===== src/rtl/piso_shift_tx.sv =====
// piso_shift_tx: valid/ready parallel-load word shifted out one bit per clock with first/last framing
module piso_shift_tx #(
  parameter int WIDTH     = 4,
  parameter bit MSB_FIRST = 0
) (
  input  logic             clk,
  input  logic             rst_n,
  input  logic             load_valid,
  input  logic [WIDTH-1:0] din,
  output logic             load_ready,
  output logic             sout,
  output logic             sout_valid,
  output logic             sout_first,
  output logic             sout_last,
  output logic             busy
);
  localparam int CW = $clog2(WIDTH);
  localparam logic [CW-1:0] LAST = CW'(WIDTH - 1);
  typedef enum logic {IDLE, SHIFT} state_t;
  state_t         state;
  logic [WIDTH-1:0] sreg;
  logic [CW-1:0]  cnt;
  logic           shifting;
  logic           acc;
  always_comb begin
    shifting   = state == SHIFT;
    load_ready = !shifting || cnt == LAST;
    acc        = load_valid && load_ready;
    sout       = shifting && (MSB_FIRST ? sreg[WIDTH-1] : sreg[0]);
    sout_valid = shifting;
    busy       = shifting;
    sout_first = shifting && cnt == '0;
    sout_last  = shifting && cnt == LAST;
  end
  always_ff @(posedge clk or negedge rst_n)
    if (!rst_n) begin
      state <= IDLE;
      sreg  <= '0;
      cnt   <= '0;
    end else if (acc) begin
      state <= SHIFT;
      sreg  <= din;
      cnt   <= '0;
    end else if (shifting) begin
      state <= cnt == LAST ? IDLE : SHIFT;
      sreg  <= cnt == LAST ? '0 : (MSB_FIRST ? sreg << 1 : sreg >> 1);
      cnt   <= cnt == LAST ? '0 : cnt + CW'(1);
    end
endmodule


===== config.mk =====
export PLATFORM = sky130hd
export DESIGN_NAME = piso_shift_tx
export DESIGN_NICKNAME = d
export VERILOG_FILES = /design/src/rtl/piso_shift_tx.sv
export SDC_FILE = /design/constraint.sdc
export NUM_CORES = 1
export LEC_CHECK = 0
export ABC_AREA = 1
export CAP_MARGIN = 5
export CORE_AREA = 2 2 39 41
export CTS_BUF_LIST = sky130_fd_sc_hd__clkbuf_8
export DETAILED_ROUTE_END_ITERATION = 8
export DIE_AREA = 0 0 41 43
export PLACE_DENSITY = 0.68
export RECOVER_POWER = 25
export SYNTH_ARGS = -nofsm -noshare
export SYNTH_HDL_FRONTEND = slang
export SYNTH_SLANG_ARGS = --single-unit

===== constraint.sdc =====
create_clock -name clk -period 1.3 [get_ports clk]
set_clock_uncertainty 0.05 [all_clocks]
set_input_delay 0.195 -clock clk [delete_from_list [all_inputs] [get_ports clk]]
set_output_delay 0.195 -clock clk [all_outputs]
set_load 0.02 [all_outputs]

== Yosys cells after proc, flatten, opt, wreduce, memory -nomap -nowiden ==
Cells that the tools add are included.
Word-level totals
  register bits: 7
  input port bits: 7
Cells by class
  add/subtract/negate cells: 1
  equality and inequality tests: 1
  multiplexer cells: 9
  reductions and logical operators: 8
Operator list (count)
  $mux 4: 2
  $mux 2: 3
  $logic_and 1x1->1: 4
  $mux 1: 3
  $mux 3: 1
  $add 2x1->2 const B: 1
  $eq 2x2->1 const B: 1
  $logic_not 2->1: 1
  $reduce_bool 2->1: 1
  $logic_not 1->1: 1
  $logic_or 1x1->1: 1

== Depth between registers and ports, before layout ==
  depth in word-level cells: 4
  gate-level depth with buffers: 7
  depth with buffers taken out: 7

== Worst setup path before layout ==
OpenSTA, ideal clock, no wires.
  path type: flip-flop to flip-flop
  start point: register state (netlist: busy)
  end point: register cnt[1]
  cell stages (with the launch flop): 5
  slack: 0.094 ns
  period minus slack after synthesis: 1.206 ns
  arrival time: 1.074 ns
  path through: dfrtp_1 > nand2_1 > nand2_1 > nand3_1 > o21ai_0
On the way
  cells in the longest elaborated chain, start to end: 4
  elaborated cells on any way between the ends: 5
  classes of those cells: mux (1); reduce/logical (4)
RTL lines
  start, declared: RTL line 20  | state_t state;
  start signal, assigned: RTL line 45  | state <= cnt == LAST ? IDLE : SHIFT;
  $logic_not 1->1 *: RTL line 27  | load_ready = !shifting || cnt == LAST;
  $logic_or 1x1->1 *: RTL line 27
  net load_ready: RTL line 10  | output logic load_ready,
  $logic_and 1x1->1 *: RTL line 28  | acc = load_valid && load_ready;
  $mux 2 or $reduce_bool 2->1 (tied branches)
  end signal, assigned: RTL line 47  | cnt <= cnt == LAST ? '0 : cnt + CW'(1);
  end, declared: RTL line 22  | logic [CW-1:0] cnt;
The timed path passes the listed nets; every way through them passes the cells marked *.
A chain may end at the register's enable or synchronous reset.

== Worst setup path after layout ==
  start point: register cnt[0]
  end point: output load_ready
On the way
  cells in the longest elaborated chain, start to end: 2
RTL lines (RTL line)
  $eq 2x2->1: 27
  $logic_or 1x1->1: 27
  end, declared: 10
Every way passes these cells.

==> results.ini <==
[outcome]
outcome=complete, but fails checks
violations=negative setup slack

[drt]
wl_per_cell_um=11.2
ant_nets=0
finalWirelength_um=1130
vias_per_cell=4.48
drc=0
drt-initial-drc-count=5
vias=452
first_pass_iters=4

[worst_setup_path]
required_ps=1050
worst_setup_path_end_kind=output port
cp.arrival_ps=1110
cp_max_fo=2
worstSetupPathType=reg -> out
crit_path_start_kind=flop

[placement]
dp_slack_ps=-224
hpwlAfterDp_um=670
port_buffers=12
gp_congestion=0.817

[die]
initial_core_util_pct=31.1
design.die.area_um2=1760
die_x_um=41
die_height_um=43
design.core.area_um2=1380
rows=14
ios=13

[synth]
synth-xor-area-share_pct=0
netlist_area_um2=430
netlist-cell-type-count=11
synth_compound_area_share_pct=1.16
synth_top_family_by_area=simple AND/OR/NAND/NOR gates
ys_ff_latch=7
synth_seq_area_share_pct=40.7
synthSimpleGateAreaFrac_pct=35.5
yosysTopAreaCell=dfrtp_1
syn_avg_cell_area_um2=7.30
synth.area.mux_share_pct=0
syn_inst=59
synth_top_area_share_pct=40.7
ys_top_cells_by_area=dfrtp_1, nand2_1, inv_1, nand3_1, ha_1
synth_fa_ha_area_share_pct=8.72
ys_warn_count=0
synth_fp_nets=69

[grt]
grt_antenna_before_repair=0
overflow=0
grt_max_degree=9
first_global_vias=423
grt.total_usage_pct=14.0
grt_pass1_wl_um=1610

[clocking]
cts-root-buf=clkbuf_8
cts_buffer_depth=2
clk_latency_ps=230
cts.clk_slew.worst_paths_ps=40
hold_buffers=0
cts_made_buffers=3
cts.sinks=7
tritoncts=done
htree_num_levels=1

[timing]
max_freq_mhz=736
finalSetupViolations=7
holdWs_ps=259
grt_setup_unrepaired=yes
hold_violations=0
slew_viol_final=0
period_needed_ps=1360
setup_ws_ps=-57.8
tightest_slew_ps=345
relSlewSlack_pct=76.9
finalCritPeriodShare_pct=104

[layout]
drive_above_1_share_pct=38.8
syn_to_final_growth_pct=75.6
layout_commonest_cell=nand2_1
final_cell_mix=nand2_1, buf_4, inv_1, nand3_1, dfrtp_1
n_antenna_cell=0
fin_nets=96

[power_and_ir_drop]
power_leakage_uw=0.000410
vdd_drop_max_uv=1010
p_total_uw=1790
p_per_area_nw_per_um2=2360

[worst_hold_path]
min_path_type=in -> async

[run]
cap_violations=0

[where the power goes]
| part | switching [µW] | total, µW | internal [µW] | leakage (µW) |
|---|---|---|---|---|
| combinational | 567 | 1110 | 540 | 0.000297 |
| clock | 95.7 | 300 | 204 | 0.0000269 |
| sequential | 66.8 | 381 | 314 | 0.0000859 |
[state kept, by name, indices dropped and copies added, names as in the netlist]
name,count
cnt,2
sreg,4
busy,1
[critical path, cell delays in order (launching register included)]
cell and delay [ps]:
dfrtp_1 380, buf_6 130, ha_4 150, inv_2 50
nand2_2 50, buf_6 130
[cell usage after synthesis]
library cell,count
nand3_1,8
inv_1,11
nand4_1,1
buf_4,2
nand2_2,2
nand2_1,22
dfrtp_1,7
inv_2,1
o21ai_0,1
ha_1,3
nor2_4,1
[layer usage]
layer	wire length [µm]	up-vias	global-route usage [%]
met4	29	0	8.00
li1	-	227	-
met2	568	17	21.9
met5	0	-	0
met3	57	5	3.14
met1	474	203	16.6
[layout make-up]
cell class | instances | area [µm²]
Sequential cell | 7 | 176
Inverter | 12 | 47.5
Clock buffer | 3 | 41.3
Multi-Input combinational cell | 38 | 253
Tap cell | 16 | 20.0
Timing Repair Buffer | 24 | 214
Clock inverter | 1 | 3.75
Fill cell | 142 | 628
[cell families after synthesis]
logic type / Yosys count
adder cells (fa/ha/maj): 3
AND/OR/NAND/NOR: 34
AO/OA/AOI/OAI: 1
buffers and inverters: 14
flip-flops: 7
[per-stage QoR]
stage	TNS, ps	std cells	area (µm²)	util, %
2_1_floorplan	0	59	430	-
3_5_place_dp	-707	93	616	44.5
6_report	-295	101	756	54.6
4_1_cts	-327	100	697	50.4
3_3_place_gp	-691	93	616	44.5
5_1_grt	-640	101	756	54.6
[path summary, 6_finish.rpt]
check	from	to	slack, ps	cells past startpoint
setup / recovery	cnt[0]	load_ready	-60	5
hold / removal	rst_n	cnt[1]	260	1
setup reg to reg	cnt[0]	sreg[2]	-30	9
hold reg to reg	sreg[0]	sreg[0]	430	2
max in group asynchronous	rst_n	busy	670	1
min in group clk	sreg[0]	sreg[0]	430	2
[repair_timing]
| item | CTS | global route |
|---|---|---|
| buffers inserted | 3 | 1 |
| resized for setup | 30 | 12 |
| setup endpoints to repair | 7 | 9 |
| pin swaps | 2 | 5 |
| gates cloned | 0 | 0 |
No activity file was read; power rests on OpenSTA's default activity.
